### config.mk
export PLATFORM = sky130hd
export DESIGN_NAME = rf_wb_arbiter
export DESIGN_NICKNAME = d
export VERILOG_FILES = /design/src/rtl/rf_pkg.sv /design/src/rtl/rr_arbiter.sv /design/src/rtl/rf_wb_arbiter.sv
export SDC_FILE = /design/constraint.sdc
export NUM_CORES = 1
export LEC_CHECK = 0
export CAP_MARGIN = 20
export CORE_MARGIN = 1.5
export CORE_UTILIZATION = 35
export DETAILED_ROUTE_END_ITERATION = 10
export PLACE_DENSITY = 0.64
export SLEW_MARGIN = 20
export SYNTH_ARGS = -nofsm -noshare
export SYNTH_HDL_FRONTEND = slang
export SYNTH_HIERARCHICAL = 1
export SYNTH_SLANG_ARGS = --single-unit
### constraint.sdc
create_clock -name clk -period 2.6 [get_ports clk]
set_clock_uncertainty 0.05 [all_clocks]
set_input_delay 0.39 -clock clk [delete_from_list [all_inputs] [get_ports clk]]
set_output_delay 0.39 -clock clk [all_outputs]
set_load 0.01 [all_outputs]
### src/rtl/rf_pkg.sv
// Shared constants and types for the register-file write-back path.
package rf_pkg;

   // Default geometry of the integer register file and its write-back sources.
   localparam int RF_N     = 5;
   localparam int RF_WIDTH = 32;
   localparam int RF_NREQ  = 2;

   // One write-back request. The destination field is called dst because
   // "reg" is a reserved word.
   typedef struct packed {
      logic [RF_N-1:0]     dst;
      logic [RF_WIDTH-1:0] data;
   } wb_req_t;

   // Reset values of the registered write port.
   localparam logic                RF_WEN_RST = 1'b0;
   localparam logic [RF_N-1:0]     RF_REG_RST = '0;
   localparam logic [RF_WIDTH-1:0] RF_DIN_RST = '0;

endpackage

### src/rtl/rr_arbiter.sv
// One-hot grant among NREQ requesters.
// RF_WB_RR_EN defined: round-robin, with the search starting after the last winner.
// RF_WB_RR_EN undefined: fixed priority, where the lowest index wins and there is no pointer.
module rr_arbiter
   import rf_pkg::*;
#(
   parameter int NREQ = RF_NREQ
) (
   input  logic            clk,
   input  logic            rst,
   input  logic [NREQ-1:0] req,
   input  logic            advance,
   output logic [NREQ-1:0] grant
);

`ifdef RF_WB_RR_EN
   localparam int PW = (NREQ > 1) ? $clog2(NREQ) : 1;

   logic [PW-1:0] ptr;
   logic [PW-1:0] grant_idx;

   // Search from (ptr+1) mod NREQ and grant the first active requester.
   always_comb begin
      // NOTE: every output of a combinational block gets a default first, so no path leaves it unassigned (no latch).
      grant     = '0;
      grant_idx = ptr;
      for (int k = 1; k <= NREQ; k++) begin
         int idx;
         idx = (int'(ptr) + k) % NREQ;
         if (grant == '0 && req[idx]) begin
            grant[idx] = 1'b1;
            grant_idx  = PW'(idx);
         end
      end
   end

   // The pointer follows the winner only when a transfer actually happens.
   always_ff @(posedge clk or negedge rst) begin
      // NOTE: clocked state uses non-blocking assignments so every flop samples pre-edge values.
      if (!rst)
         ptr <= PW'(NREQ - 1);
      else if (advance)
         ptr <= grant_idx;
   end
`else
   // Fixed priority: isolate the lowest set request bit.
   assign grant = req & (~req + NREQ'(1));

   logic unused_ctl;
   assign unused_ctl = ^{clk, rst, advance};
`endif

endmodule

### src/rtl/rf_wb_arbiter.sv
// Write-port controller for the register file. It arbitrates NREQ write-back requesters
// onto the single write port and keeps a pending-write scoreboard for the issue stage.
// RF_WB_RR_EN selects round-robin arbitration. The default build uses fixed priority.
module rf_wb_arbiter
   import rf_pkg::*;
#(
   parameter int N     = RF_N,
   parameter int WIDTH = RF_WIDTH,
   parameter int NREQ  = RF_NREQ
) (
   input  logic                  clk,
   input  logic                  rst,
   input  logic [NREQ-1:0]       wb_valid,
   input  logic [NREQ*N-1:0]     wb_reg,
   input  logic [NREQ*WIDTH-1:0] wb_data,
   output logic [NREQ-1:0]       wb_ready,
   input  logic                  alloc_valid,
   input  logic [N-1:0]          alloc_reg,
   output logic                  alloc_ok,
   input  logic [N-1:0]          chk_a,
   input  logic [N-1:0]          chk_b,
   output logic                  busy_a,
   output logic                  busy_b,
   output logic                  rf_wenable,
   output logic [N-1:0]          rf_reg_in,
   output logic [WIDTH-1:0]      rf_din
);

   logic [NREQ-1:0]  grant;
   logic             xfer;
   logic [N-1:0]     win_reg;
   logic [WIDTH-1:0] win_data;
   logic [2**N-1:1]  pending;
   logic [2**N-1:0]  pend_full;
   logic [2**N-1:1]  pend_next;

   rr_arbiter #(.NREQ(NREQ)) u_arb (
      .clk     (clk),
      .rst     (rst),
      .req     (wb_valid),
      .advance (xfer),
      .grant   (grant)
   );

   // Grants are suppressed while reset is held.
   assign wb_ready = grant & {NREQ{rst}};
   assign xfer     = |wb_ready;

   // Select the destination and data of the granted requester.
   always_comb begin
      win_reg  = '0;
      win_data = '0;
      for (int i = 0; i < NREQ; i++) begin
         if (wb_ready[i]) begin
            win_reg  = wb_reg[i*N +: N];
            win_data = wb_data[i*WIDTH +: WIDTH];
         end
      end
   end

   // r0 is appended as a never-pending bit so that lookups need no special case.
   assign pend_full = {pending, 1'b0};
   assign alloc_ok  = rst & alloc_valid & ~pend_full[alloc_reg];
   assign busy_a    = pend_full[chk_a];
   assign busy_b    = pend_full[chk_b];

   // Set on accepted allocation, then clear on write-back. The clear wins on a collision.
   always_comb begin
      pend_next = pending;
      if (alloc_ok && alloc_reg != '0)
         pend_next[alloc_reg] = 1'b1;
      if (xfer && win_reg != '0)
         pend_next[win_reg] = 1'b0;
   end

   // Scoreboard state.
   always_ff @(posedge clk or negedge rst) begin
      if (!rst)
         pending <= '0;
      else
         pending <= pend_next;
   end

   // Registered write port. Writes to r0 are issued with the enable low.
   always_ff @(posedge clk or negedge rst) begin
      if (!rst) begin
         rf_wenable <= RF_WEN_RST;
         rf_reg_in  <= N'(RF_REG_RST);
         rf_din     <= WIDTH'(RF_DIN_RST);
      end else begin
         rf_wenable <= xfer && (win_reg != '0);
         if (xfer) begin
            rf_reg_in <= win_reg;
            rf_din    <= win_data;
         end
      end
   end

endmodule
# After elaboration in Yosys (flattened, before gate mapping)
# Index checks and enable logic that the tools add are counted.
# Widths: inputs -> output; s select.
totals:
  register_bits: 69
  output_inout_bits: 43
classes:
  add_sub_neg: 1
  order_cmp: 6
  mux: 16
  bitwise: 9
  reduce_logical: 7
ops:
  columns: ["operator", "n"]
  rows:
  - ["$mux 32", 2]
  - ["$mux 31", 2]
  - ["$and 31x31->31", 1]
  - ["$not 31->31", 1]
  - ["$or 31x31->31", 1]
  - ["$lt 5x6->1 const B", 4]
  - ["$bmux 1 s5", 3]
  - ["$demux 1 s5", 2]
  - ["$ge 5x1->1 const B", 2]
  - ["$mux 5", 2]
  - ["$reduce_bool 5->1", 2]
  - ["$mux 1", 5]
  - ["$and 2x2->2", 2]
  - ["$logic_and 1x1->1", 4]
  - ["$add 2x1->2 const B", 1]
  - ["$and 1x1->1", 2]
  - ["$not 2->2", 1]
  - ["$reduce_or 2->1", 1]
  - ["$not 1->1", 1]

# Depth between registers and ports, before layout
depth:
  ltp_word: 13
  mapped_depth: 9
  ltp_nobuf: 6

# Cells and area by module
# The synthesis kept the hierarchy.
modules_own_cells:
  columns: ["module", "n_inst", "cells_each", "area_each_um2", "seq_area_each_um2"]
  rows:
  - ["rf_wb_arbiter", 1, 419, 4053.9, 1726.7]
  - ["rr_arbiter", 1, 2, 21.3, 0.0]

# Worst setup path before layout
# OpenSTA, ideal clock, no wires.
synth_path:
  path_type: "input -> output"
  startpoint: "in chk_a[0]"
  endpoint: "out busy_a"
  arrival_time_ns: 1.788
  required_ns: 2.160
  slack_ns: 0.372
  stages: 4
  cell_sequence: "clkbuf_1 -> mux4_2 -> a2111oi_0 -> a311oi_1"
synth_between:
  elab_chain_len: 2
synth_lines:
  columns: ["element", "line_no", "rtl"]
  rows:
  - ["from (decl)", "rf_wb_arbiter.sv:20", "input logic [N-1:0] chk_a,"]
  - ["$bmux 1 s5", "rf_wb_arbiter.sv:64", "assign busy_a = pend_full[chk_a];"]
  - ["$mux 1 (not written as such)", "rf_wb_arbiter.sv:64", null]
  - ["to (decl)", "rf_wb_arbiter.sv:22", "output logic busy_a,"]
# Every way passes these cells. The select of a mux whose other input is x is not followed.

# Worst setup path after layout
layout_path:
  startpoint: "in alloc_reg[4]"
  endpoint: "out alloc_ok"
layout_between:
  elab_chain_len: 4
layout_lines:
  columns: ["element", "line_no", "rtl"]
  rows:
  - ["from (decl)", "rf_wb_arbiter.sv:18", "input logic [N-1:0] alloc_reg,"]
  - ["$bmux 1 s5", "rf_wb_arbiter.sv:63", "assign alloc_ok = rst & alloc_valid & ~pend_full[alloc_reg];"]
  - ["$mux 1 (not written as such)", "rf_wb_arbiter.sv:63", null]
  - ["$not 1->1", "rf_wb_arbiter.sv:63", null]
  - ["$and 1x1->1", "rf_wb_arbiter.sv:63", null]
  - ["to (decl)", "rf_wb_arbiter.sv:19", "output logic alloc_ok,"]
# Every way passes these cells. The select of a mux whose other input is x is not followed.

==> summary.txt <==
Sink Count: 69
Mapped cell area: 4070 sq um
Final setup viols: 0
Bufs on Longest Clock Path: 2
Fin nets: 688
Post-synth net total: 514
Area delta synth->final: 55.3%
HPWL after DPL: 10500 um
Worst reg2reg startpoint: pending[20]$_DFF_PN0_
Outcome: finished clean
Hold Crit Class: input pin to asynchronous set/reset pin
Share of layout cells above drive strength 1: 0.180
Final Hold Fails: 0
Clk slew on worst S/H paths: 60 ps
Critical Path Max Stage Delay: 500 ps
Initial DRC count: 299
Antenna cells: 0
Hold WS: 127 ps
Number of global-route vias before repair: 4230
Root Driver: clkbuf_16
Comb pwr share: 0.279
Critical path launch point type: input pin
Largest net degree at the start of global routing: 41
CTS Buf Count: 9
Total Die Area: 12300 sq um
IO Port Bufs: 136
Row cnt: 39
Final weighted congestion in routability-driven placement: 0.951
CP Depth: 7
Total number of yosys warnings: 6
Slew margin rel.: 0.466
Starting Density: 0.358
Fill count: 1016
Global Route Usage Sum: 0.225
CP Capture Type: output pin
DR pass1 iterations: 5
DR vias/cell: 5.66
Htree depth: 3
CP delay by family, top: buffers and inverters
Max-cap violations: 0
R2R cell count: 6
R2r endpoint: pending[19]$_DFF_PN0_
Initial antenna violation count: 0
DP Worst Slack: -575 ps
Tcrit/Tclk final: 0.984
Int Power: 2.83 mW
CP Capture Point: alloc_ok
Psw: 1.05 mW
Crit path arrival time: 2120 ps
Slew Limit Fails: 0
Setup WS post-layout: 42.0 ps
Least-Margin Pin Slew: 792 ps
Leakage: 2.59 nW
First-pass GRT wire length: 22000 um
Core area: 11400 sq um
Die W: 111 um
Die H: 111 um
Clock network fraction of total power: 0.367
DR WL/cell: 18.6 um
Worst path cell trace: clkdlybuf4s50_1, or3b_2, o22ai_1, a31oi_1, mux2i_1, nor3b_2, buf_2
Critical path type: input pin to output pin
CTS tree: yes
Seq pwr share: 0.354
CP max stage cell: clkdlybuf4s50_1
Final wirelength: 13800 um
Crit path buf inv count: 2
Total grt overflow: 0
Pwr Density: 614 nW/um^2
Routed Antenna Nets: 0
Clock Latency Late Sink: 330 ps
Net Sw Frac: 0.271
Drt drc: 0
Post-CTS setup buffer count: 0
Crit path required time: 2160 ps
FF-to-FF setup slack: 630 ps
Mean Syn Cell Area: 9.69 sq um
Final min period: 2560 ps
Via count: 4202
Critical Path Fanout Max: 3
RSZ-0062 raised after global routing: no
Crit path from: alloc_reg[4]
Fmax: 391 MHz
Peak VDD IR: 0.000316 V
I/O pin cnt: 137
Synth Instances: 420
==> worst register-to-register path: stages (launching register included) <==
cell and delay, ps:
dfrtp_1 390, mux4_2 470, nor3b_4 170, a211oi_4 150, buf_4 150, nand4_1 190
a221oi_2 310
==> power groups by stage <==
stage | Clock, mW | Sequential, mW | Combinational (mW)
floorplan | 0 | 1.40 | 0.432
global placement | 0 | 1.38 | 1.06
detailed placement | 0 | 1.38 | 1.08
CTS | 1.44 | 1.37 | 1.08
global route | 1.51 | 1.39 | 1.16
finish | 1.43 | 1.38 | 1.08
==> worst min path at each step <==
stage	to	slack [ps]	cells after the start
after CTS	rf_din[16]$_DFFE_PN0P_	-150	1
after floorplan	pending[10]$_DFF_PN0_	40	0
after global placement	rf_din[11]$_DFFE_PN0P_	210	1
final	rf_din[25]$_DFFE_PN0P_	130	2
after detailed placement	rf_din[0]$_DFFE_PN0P_	210	1
after global routing	rf_din[22]$_DFFE_PN0P_	140	2
==> state kept, by name, indices dropped and copies added, names as in the netlist <==
name,count
rf_din,32
pending,31
rf_reg_in,5
rf_wenable,1
==> stage by stage <==
stage | TNS, ps | instance area, sq um | power, mW | instances | util
finish | 0 | 6320 | 3.89 | 742 | 0.556
global route | 0 | 6320 | 4.06 | 742 | 0.556
CTS | -75.7 | 6290 | 3.89 | 741 | 0.553
detailed placement | -1500 | 5940 | 2.46 | 725 | 0.522
global placement | -1440 | 5940 | 2.44 | 725 | 0.522
floorplan | 0 | 4070 | 1.84 | 420 | -
==> cell usage in the layout, fill, tap and decap left out, types with 4 or more instances in the layout <==
cell type and instances:
a21oi_1 47, mux2i_1 12, o22ai_1 66, o21ai_0 5, nand3b_1 8, clkbuf_16 9
buf_4 56, dfrtp_1 69, clkdlybuf4s50_1 125, nor3_1 9, nand2b_1 4, nor2_1 39
a221oi_1 10, o22a_1 9, mux4_2 17, dlygate4sd2_1 5, nand2_1 32, nand3_1 6
inv_1 15
==> layout make-up <==
class / instances / area (sq um) / share of cell area
Tap cell: 143 / 179 / 0.0283
Sequential cell: 69 / 1730 / 0.273
Clock inverter: 5 / 108 / 0.0170
Timing Repair Buffer: 197 / 1850 / 0.293
Clock buffer: 11 / 243 / 0.0384
Inverter: 16 / 60.1 / 0.00950
Multi-Input combinational cell: 301 / 2160 / 0.341
==> routing by layer <==
layer | global-route usage | vias to the layer above | wire length [um]
met5 | 0 | - | 0
met4 | 0.0667 | 0 | 184
met3 | 0.0744 | 17 | 1220
met2 | 0.361 | 192 | 6550
met1 | 0.290 | 2034 | 5830
li1 | - | 1959 | -
==> what timing repair did <==
item / 4_1_cts / 5_1_grt
setup endpoints to repair: 3 / 2
pin swaps: 0 / 1
endpoints found under the hold margin: 4 / 4
resized for setup: 17 / 7
Note: power is estimated with default switching activity, not from simulation.
